`src/rtl/mmio_bridge.sv`:
```
// Memory-side stage behind the CPU data port: word-addressed data RAM plus a
// register page holding a TX FIFO, a status register and a free-running cycle counter.
module mmio_bridge #(
  parameter int n          = 16,
  parameter int ram_words  = 256,
  parameter int fifo_depth = 4
) (
  input  logic         clk,
  input  logic         reset,
  input  logic         memwrite,
  input  logic [n-1:0] addr,
  input  logic [n-1:0] writedata,
  output logic [n-1:0] readdata,
  output logic [n-1:0] tx_data,
  output logic         tx_valid,
  input  logic         tx_ready
);

  localparam int aw = $clog2(ram_words);
  localparam int pw = $clog2(fifo_depth);
  localparam logic [pw:0] full_count = (pw + 1)'(fifo_depth);

  localparam logic [7:0] off_txdata = 8'h00;
  localparam logic [7:0] off_status = 8'h02;
  localparam logic [7:0] off_cycle  = 8'h04;

  logic [n-1:0]  ram      [ram_words];
  logic [n-1:0]  fifo_mem [fifo_depth];
  logic [pw-1:0] rd_ptr;
  logic [pw-1:0] wr_ptr;
  logic [pw:0]   count;
  logic          overflow;
  logic [15:0]   cycle_count;

  logic          page_sel;
  logic [7:0]    offset;
  logic [aw-1:0] ram_idx;
  logic          fifo_empty;
  logic          fifo_full;
  logic          pop;
  logic          push_req;
  logic          push;
  logic          ovf_set;
  logic          ovf_clr;
  logic          cycle_load;
  logic          ram_we;
  logic [n-1:0]  status;

  // Address decode: the top byte all-ones selects the register page.
  assign page_sel = (addr[n-1:8] == '1);
  assign offset   = addr[7:0];
  assign ram_idx  = addr[aw:1];

  assign fifo_empty = (count == '0);
  assign fifo_full  = (count == full_count);
  assign pop        = tx_valid & tx_ready;
  assign push_req   = memwrite & page_sel & (offset == off_txdata);
  // A full FIFO still accepts a push when the head leaves in the same cycle.
  assign push       = push_req & (~fifo_full | pop);
  assign ovf_set    = push_req & fifo_full & ~pop;
  assign ovf_clr    = memwrite & page_sel & (offset == off_status) & writedata[2];
  assign cycle_load = memwrite & page_sel & (offset == off_cycle);
  assign ram_we     = memwrite & ~page_sel;

  assign tx_valid = ~fifo_empty;
  assign tx_data  = tx_valid ? fifo_mem[rd_ptr] : '0;

  always_comb begin
    status          = '0;
    status[0]       = fifo_empty;
    status[1]       = fifo_full;
    status[2]       = overflow;
    status[pw+4:4]  = count;
  end

  always_comb begin
    readdata = '0;
    if (page_sel) begin
      case (offset)
        off_status: readdata = status;
        off_cycle:  readdata = n'(cycle_count);
        default:    readdata = '0;
      endcase
    end else begin
      readdata = ram[ram_idx];
    end
  end

  // RAM and FIFO storage carry no reset; validity is tracked by count alone.
  always_ff @(posedge clk) begin
    if (ram_we)
      ram[ram_idx] <= writedata;
    if (push)
      fifo_mem[wr_ptr] <= writedata;
  end

  always_ff @(posedge clk or posedge reset) begin
    if (reset) begin
      rd_ptr <= '0;
      wr_ptr <= '0;
      count  <= '0;
    end else begin
      if (push)
        wr_ptr <= wr_ptr + 1'b1;
      if (pop)
        rd_ptr <= rd_ptr + 1'b1;
      case ({push, pop})
        2'b10:   count <= count + 1'b1;
        2'b01:   count <= count - 1'b1;
        default: count <= count;
      endcase
    end
  end

  // Set beats clear when both land in the same cycle.
  always_ff @(posedge clk or posedge reset) begin
    if (reset)
      overflow <= 1'b0;
    else if (ovf_set)
      overflow <= 1'b1;
    else if (ovf_clr)
      overflow <= 1'b0;
  end

  always_ff @(posedge clk or posedge reset) begin
    if (reset)
      cycle_count <= '0;
    else if (cycle_load)
      cycle_count <= writedata[15:0];
    else
      cycle_count <= cycle_count + 16'd1;
  end

endmodule
```
`config.mk`:
```
export PLATFORM = sky130hd
export DESIGN_NAME = mmio_bridge
export DESIGN_NICKNAME = d
export VERILOG_FILES = /design/src/rtl/mmio_bridge.sv
export SDC_FILE = /design/constraint.sdc
export NUM_CORES = 2
export LEC_CHECK = 0
export CAP_MARGIN = 20
export CORE_ASPECT_RATIO = 1.25
export CORE_UTILIZATION = 50
export DETAILED_ROUTE_END_ITERATION = 8
export MAX_ROUTING_LAYER = met4
export PLACE_DENSITY = 0.7
export SLEW_MARGIN = 10
export SYNTH_ARGS = -nofsm -noshare
export SYNTH_HDL_FRONTEND = slang
export SYNTH_MEMORY_MAX_BITS = 65536
export SYNTH_SLANG_ARGS = --single-unit
```
`constraint.sdc`:
```
create_clock -name clk -period 5.6 [get_ports clk]
set_input_delay 1.4 -clock clk [delete_from_list [all_inputs] [get_ports clk]]
set_output_delay 1.4 -clock clk [all_outputs]
set_load 0.02 [all_outputs]
```
### Word level (Yosys, flattened, before mapping)

Memories as Yosys holds them, arrays and structs flattened.
Index checks and enable logic that the tools add are counted.
Widths: inputs -> output; s select.

| cells by class | value |
|---|---|
| add/subtract/negate cells | 5 |
| equality and inequality tests | 6 |
| muxes and demuxes | 11 |
| bitwise logic cells | 15 |
| reductions and logical operators | 4 |

Operators by type and width:

| operator | count |
|---|---|
| $mux 16 | 3 |
| $pmux 16 s2 | 1 |
| $add 16x1->16 const B | 1 |
| $and 1x1->1 | 10 |
| $eq 8x2->1 const B | 1 |
| $eq 8x3->1 const B | 1 |
| $eq 8x8->1 const B | 1 |
| $logic_not 8->1 | 1 |
| $mux 1 | 6 |
| $pmux 3 s2 | 1 |
| $add 2x1->2 const B | 2 |
| $not 1->1 | 4 |
| $reduce_bool 2->1 | 2 |
| $add 3x1->3 const B | 1 |
| $eq 3x3->1 const B | 1 |
| $logic_not 3->1 | 1 |
| $sub 3x1->3 const B | 1 |
| $eq 2x1->1 const B | 1 |
| $eq 2x2->1 const B | 1 |
| $or 1x1->1 | 1 |

| word-level totals | value |
|---|---|
| bits in registers | 24 |
| bits in writable memories | 4160 |
| input port bits | 36 |
| output and inout port bits | 33 |
| logic and storage cells | 48 |
| memories kept | 2 |

Memories:

| name | depth | width | rd ports | clocked after Yosys merged registers in | write ports | line | source |
|---|---|---|---|---|---|---|---|
| ram | 256 | 16 | 1 | 0 | 1 | 27 | `logic [n-1:0] ram [ram_words];` |
| fifo_mem | 4 | 16 | 1 | 0 | 1 | 28 | `logic [n-1:0] fifo_mem [fifo_depth];` |

### Depth between registers and ports, before layout

| logic depth | value |
|---|---|
| word-level depth | 7 |
| depth in mapped cells | 13 |
| gate-level depth less buffers | 8 |

### Worst setup path after synthesis

Ideal clock, no wire load.

| path | value |
|---|---|
| path type | input to output |
| start | input port addr[2] |
| end | output port readdata[7] |
| data arrival time | 3.568 ns |
| data required time | 4.200 ns |
| slack | 0.632 ns |
| cell stages on the path | 8 |
| buffers on the path | 4 |
| path through | buf_2 buf_4 buf_4 buf_2 mux4_2 mux4_2 a2111oi_0 o221ai_1 |

| between the ends | value |
|---|---|
| cells in the longest elaborated chain, start to end | 3 |
| elaborated cells between the ends (all ways) | 5 |
| classes of those cells | eq/ne: 2; mux: 2; memory: 1 |

Ends and longest elaborated chain:

| element | line | source |
|---|---|---|
| start, declared | 11 | `input logic [n-1:0] addr,` |
| branches (longest 2 deep; another with $mem_v2 256x16) | -- |  |
| $mux 16 (*) | 78 | `if (page_sel) begin` |
| end, declared | 13 | `output logic [n-1:0] readdata,` |

Mark *: on every way between the ends.

### Worst setup path in the final report

| path | value |
|---|---|
| start | input port addr[1] |
| end | output port readdata[5] |

The elaborated chain is that of the path after synthesis.

==> flow_metrics.tcl <==
set metrics [dict create \
    required_ns 4.20 \
    hold_class "register to register" \
    nets 8700 \
    track_usage_pct 29.9 \
    clock-sinks 4184 \
    seq_power_share_pct 53.0 \
    cts-root-buf "clkbuf_16" \
    power.total_mw 65.3 \
    slew_headroom_pct 8.23 \
    finalSetupViolCount 15 \
    io_pins 69 \
    final_common_cell "edfxtp_1" \
    switching_share_pct 22.0 \
    ys_warn_count 0 \
    endpoint_kind "output pin" \
    drive_gt1_share_pct 36.3 \
    drc 0 \
    min_period_ns 6.12 \
    syn_area_um2 161000 \
    synth.top_cell.area_share_pct 77.4 \
    maxCapViolCount 0 \
    firstDrtPassIters 8 \
    die_area_um2 325000 \
    antenna_found_initial 15 \
    wire_per_inst_um 36.0 \
    crit_slowest_cell "o31ai_4" \
    worst_slack_ns -0.524 \
    tritoncts "yes" \
    ctsHtreeMaxLevel 5 \
    grt_max_degree 144 \
    fill_cells 21576 \
    clock_path_buffers 4 \
    comb_power_share_pct 7.6 \
    seq_area_frac_synth_pct 77.7 \
    synth_cell_types 79 \
    die_y_um 637 \
    clkPwrFrac_pct 39.4 \
    rsz0062_at_grt "yes" \
    r2r_end "count[2]" \
    worstHoldPathCells 1 \
    utilization_pct 60.1 \
    status "complete, but fails checks" \
    core_um2 320000 \
    num_rows 232 \
    dpl.hpwl_um 295000 \
    die_x_um 510 \
    cp_cell_sequence "buf_16, buf_16, buf_6, mux4_2, mux2_4, a31oi_4, buf_6, nand4_1, o31ai_4, buf_4, o221ai_4, buf_12" \
    cts_hold_buf 0 \
    drt_iter0_drc 12650 \
    worstMarginPinSlew_ns 1.38 \
    synth-seq-cells 4184 \
    synth_edf_count 4160 \
    crit_type "primary input to output pin" \
    clk_latency_ns 0.94 \
    start_util_pct 50.4 \
    synth_nets 7341 \
    cts_buffers 376 \
    via_per_inst 6.53 \
    yosysTopAreaCell "edfxtp_1" \
    fmax_mhz 163 \
    ir_drop_mv 0.268 \
    mostFrequentLayoutCells "edfxtp_1, buf_4, mux4_2" \
    vias 86042 \
    cp-start-kind "primary input" \
    violations "negative setup slack" \
    place.gp.congestion 0.980 \
    synth-main-ff-cell "edfxtp_1" \
    finalSetupTns_ns -3.09 \
    grt_pass1_vias 85271 \
    avgSynthCellArea_um2 22.1 \
    area_growth_pct 19.3 \
    fin_hold_ws_ns 0.546 \
    path_clk_slew_ns 0.06 \
    overflow 0 \
    power_leakage_nw 62.6 \
    ff2ff_path_depth 8 \
    async_reset_ff_share_pct 0.574 \
    layout.cells.non_filler 13186 \
    switchingPower_mw 14.4 \
    hold_viol 0 \
    grt_pass1_wl_um 657000 \
    synthCells 7299 \
    port_buffers 68 \
    synth.area.top_cells "edfxtp_1, mux4_2, mux2i_1" \
    min_to "cycle_count[0]" \
    path_max_fanout 6 \
    dp_cells 12305 \
    p_per_area_nw_per_um2 339 \
    rr_startpoint "count[2]" \
    critPathMaxStageDelay_ns 0.78 \
    r2r_slack_ns 2.65 \
    period_share_pct 109 \
    slew_viol_final 0 \
    clock_skew_ns 0.0309 \
    wl_um 474000 \
    antenna_left 0 \
    cp.arrival_ns 4.72 \
    internal-power_mw 51.0 \
    hold_start "cycle_count[0]" \
]
## worst max-delay path by stage
stage	start	to	slack [ns]	depth (start not counted)
global placement	addr[2]	readdata[10]	-1.58	12
global route	addr[1]	readdata[12]	-0.43	14
CTS	addr[1]	readdata[12]	-0.34	11
detailed placement	addr[1]	readdata[9]	-1.18	14
finish	addr[1]	readdata[5]	-0.52	12
floorplan	addr[2]	readdata[7]	0.63	8
## metrics by stage
step | worst slack [ns] | instance area (µm²)
detailed placement | -1.18 | 176000
global route | -0.428 | 193000
global placement | -1.58 | 176000
finish | -0.524 | 193000
floorplan | 0.632 | 161000
CTS | -0.340 | 191000
## cell families after synthesis
group / after synthesis / share of synthesized area, %
flops: 4184 / 77.7
compound gates: 551 / 2.43
buf+inv: 435 / 1.45
fa+ha+maj: 6 / 0.0512
simple gates: 778 / 2.13
mux: 1328 / 16.1
xor+xnor: 17 / 0.0922
## layout make-up
cell class | count | area [µm²] | share of cell area (%)
Clock buffer | 441 | 9820 | 5.10
Antenna cell | 16 | 40.0 | 0.0208
Clock inverter | 237 | 2250 | 1.17
Timing Repair Buffer | 1408 | 14200 | 7.40
Sequential cell | 4184 | 126000 | 65.2
Tap cell | 4212 | 5270 | 2.74
Multi-Input combinational cell | 2680 | 35300 | 18.4
Inverter | 8 | 51.3 | 0.0266
## power by group through the flow
stage / clock network, mW / registers, mW / logic (mW)
detailed placement: 0 / 35.3 / 4.39
finish: 25.8 / 34.6 / 4.95
floorplan: 0 / 35.2 / 2.06
global route: 27.0 / 34.6 / 5.06
global placement: 0 / 35.3 / 4.32
CTS: 25.9 / 34.6 / 4.73
## flip-flops by register name, summed over array words and instances, names as in the netlist
name         count
fifo_mem        64
wr_ptr           2
count            3
cycle_count     16
rd_ptr           2
overflow         1
ram           4096
## what timing repair did
action | in CTS | in global routing
buffers inserted | 105 | 66
pin swaps | 35 | 59
cloned | 23 | 2
gates resized for setup | 368 | 169
endpoints found under the setup margin | 16 | 16
## worst max-delay path: cells and delay by family
family / cells / cell delay, ns
AO/OA/AOI/OAI: 3 / 1.11
buffers and inverters: 6 / 1.05
multiplexers: 2 / 0.82
AND/OR/NAND/NOR: 1 / 0.30
## cell usage after synthesis (all sizes together) (6+ instances only)
master,count
edfxtp,4160
mux4,1009
nor2,355
buf,289
mux2i,275
nand2,199
clkbuf,138
o22ai,111
a22oi,101
nand3,76
a21oi,66
mux2,44
o21ai,40
a32oi,33
and2,31
o221ai,28
a31oi,26
dfrtp,24
a211oi,23
nor3,17
and3,16
nor2b,16
a2111oi,15
o211ai,15
nand2b,14
a221oi,13
nor4,12
a22o,10
a311oi,10
nand4,9
xnor2,9
inv,8
o22a,8
xor2,8
o2111ai,7
a32o,6
a41oi,6
## per-layer routing
metal  vias to the layer above  track usage [%]  part of all wire, %
met5                         -                -                    0
met4                         0             18.3                  7.4
met3                      1297             5.76                   10
met2                      6067             47.0                   49
met1                     45056             36.0                   33
li1                      33622                -                    -
Power figures use the tool's default switching activity.
==> RTL edit, RTL diff (config.mk and constraints unchanged) <==
Set the parameter `fifo_depth` to 2 (it was 4).
--- a/src/rtl/mmio_bridge.sv
+++ b/src/rtl/mmio_bridge.sv
@@ -3,7 +3,7 @@
 module mmio_bridge #(
   parameter int n          = 16,
   parameter int ram_words  = 256,
-  parameter int fifo_depth = 4
+  parameter int fifo_depth = 2
 ) (
   input  logic         clk,
   input  logic         reset,
Function: not settled (the Yosys comparison gave no result); the edit may change what the design does.
==> RTL edit against the unedited design <==
The run still ends with negative setup slack left. Wire length down 2.4%. Worst setup slack better by 0.33 ns. Design area down 1.5%. Sequential cell count down 35. Hold slack worse by 0.055 ns. Non-clock buffer count down 124. Clock power down 2%. Final cell count down 0.52%. Register-to-register slack better by 0.54 ns. Count of clock-buffer cells in the layout up 4. Total power down 1.8%. Area after synthesis down 0.83%. First-iteration DRC count down 5.2%. Largest cell class unchanged. Largest power group unchanged.
==> RTL edit: results (changes against the unedited design) <==
metric,value,unit,change
syn avg cell area,21.7,um2,was 22.1 um2
post-synthesis sequential area ratio,77.8,%,was 77.7%
"Worst Setup Slack, final",-0.196,ns,was -0.524 ns
slack of the worst reg-to-reg path,3.19,ns,was 2.65 ns
setup bufs post-CTS,68,,was 105
hpwl dp,289,mm,was 295 mm
reg-to-reg critical path startpoint,count[1],,was count[2]
Worst Hold Path Cells,2,,was 1
Hold WS,0.491,ns,was 0.546 ns
final setup fails,16,,was 15
Worst Skew,0.0123,ns,was 0.0309 ns
share of layout cells above drive strength 1,34.1,%,was 36.3%
status,"finished, violations left",,unchanged
first-pass GRT wire length,642,mm,was 657 mm
Crit path max-delay family,buffers and inverters,,was compound AO/OA/AOI/OAI gates
Yosys cell types,63,,was 79
r2r endpoint,count[1],,was count[2]
all-layer global routing usage,29.4,%,was 29.9%
GP Congestion,0.979,,was 0.980
hold worst-path end,overflow,,was cycle_count[0]
crit-path max FO,8,,was 6
dpl ws,-1.18,ns,about the same
initial DRC count,11990,,was 12650
Post-CTS Resized,328,,was 368
Peak VDD IR,0.000275,V,was 0.000268 V
failing checks,negative setup slack,,unchanged
slew of the pin with the lowest slew margin,1.28,ns,was 1.38 ns
Lkg Pwr,61.7,nW,was 62.6 nW
largest net degree at the start of global routing,153,,was 144
worst-skew pair later-pin latency,0.92,ns,was 0.94 ns
Async SR Flop Fraction,0.506,%,was 0.574%
setup TNS,-1.55,ns,was -3.09 ns
most instantiated cells after synthesis,"edfxtp_1, mux4_2, nor2_1",,unchanged
Max stage delay on crit path,0.59,ns,was 0.78 ns
Detailed Routing Iterations Pass 1,6,,was 8
cts bufs inserted,373,,was 376
vias post-DR,85336,,was 86042
worst hold start,overflow,,was cycle_count[0]
fillers,21434,,was 21576
Largest regs,"ram (4096), fifo_mem (32), cycle_count (16)",,"was ram (4096), fifo_mem (64), cycle_count (16)"
Placed Cells,12329,,was 12305
# nets final,8651,,was 8700
DP Area,174000,um2,was 176000 um2
[RTL edit: cell families after synthesis]
logic type / Yosys count / synth area share [%]
adders and majority gates: 2 / 0.0156
buffers and inverters: 440 / 1.48
muxes: 1341 / 15.8
and+or+nand+nor: 858 / 2.29
xor gates and xnor gates: 19 / 0.104
DFF: 4149 / 77.8
AOI/OAI and AO/OA: 575 / 2.52
[RTL edit: metal layers]
metal / up-vias / track usage [%] / routed length, um
met4: 0 / 16.6 / 30400
met1: 44813 / 36.2 / 159000
li1: 33477 / - / -
met5: - / - / 0
met2: 5898 / 45.8 / 224000
met3: 1148 / 5.90 / 49100
[RTL edit: final cells by class]
| type | instances | share of cell area (%) |
|---|---|---|
| Antenna cell | 18 | 0.0238 |
| Clock buffer | 445 | 5.15 |
| Clock inverter | 222 | 1.06 |
| Inverter | 10 | 0.0304 |
| Multi-Input combinational cell | 2795 | 18.5 |
| Sequential cell | 4149 | 65.7 |
| Tap cell | 4194 | 2.77 |
| Timing Repair Buffer | 1284 | 6.85 |
[RTL edit: worst max path at each step]
| stage | startpoint | end | slack (ns) | cells after the start |
|---|---|---|---|---|
| 2_1_floorplan | addr[2] | readdata[4] | 0.57 | 10 |
| 3_3_place_gp | addr[1] | readdata[0] | -1.23 | 14 |
| 3_5_place_dp | addr[1] | readdata[12] | -1.18 | 13 |
| 4_1_cts | addr[1] | readdata[3] | -0.15 | 13 |
| 5_1_grt | addr[1] | readdata[3] | -0.16 | 12 |
| 6_report | addr[1] | readdata[14] | -0.20 | 12 |
[RTL edit: report_power, final]
group,internal (W),switching (W),leakage (nW)
sequential,0.0342,0.0000791,37.4
combinational,0.00190,0.00278,18.5
clock,0.0139,0.0113,5.75
total,0.0501,0.0141,61.7
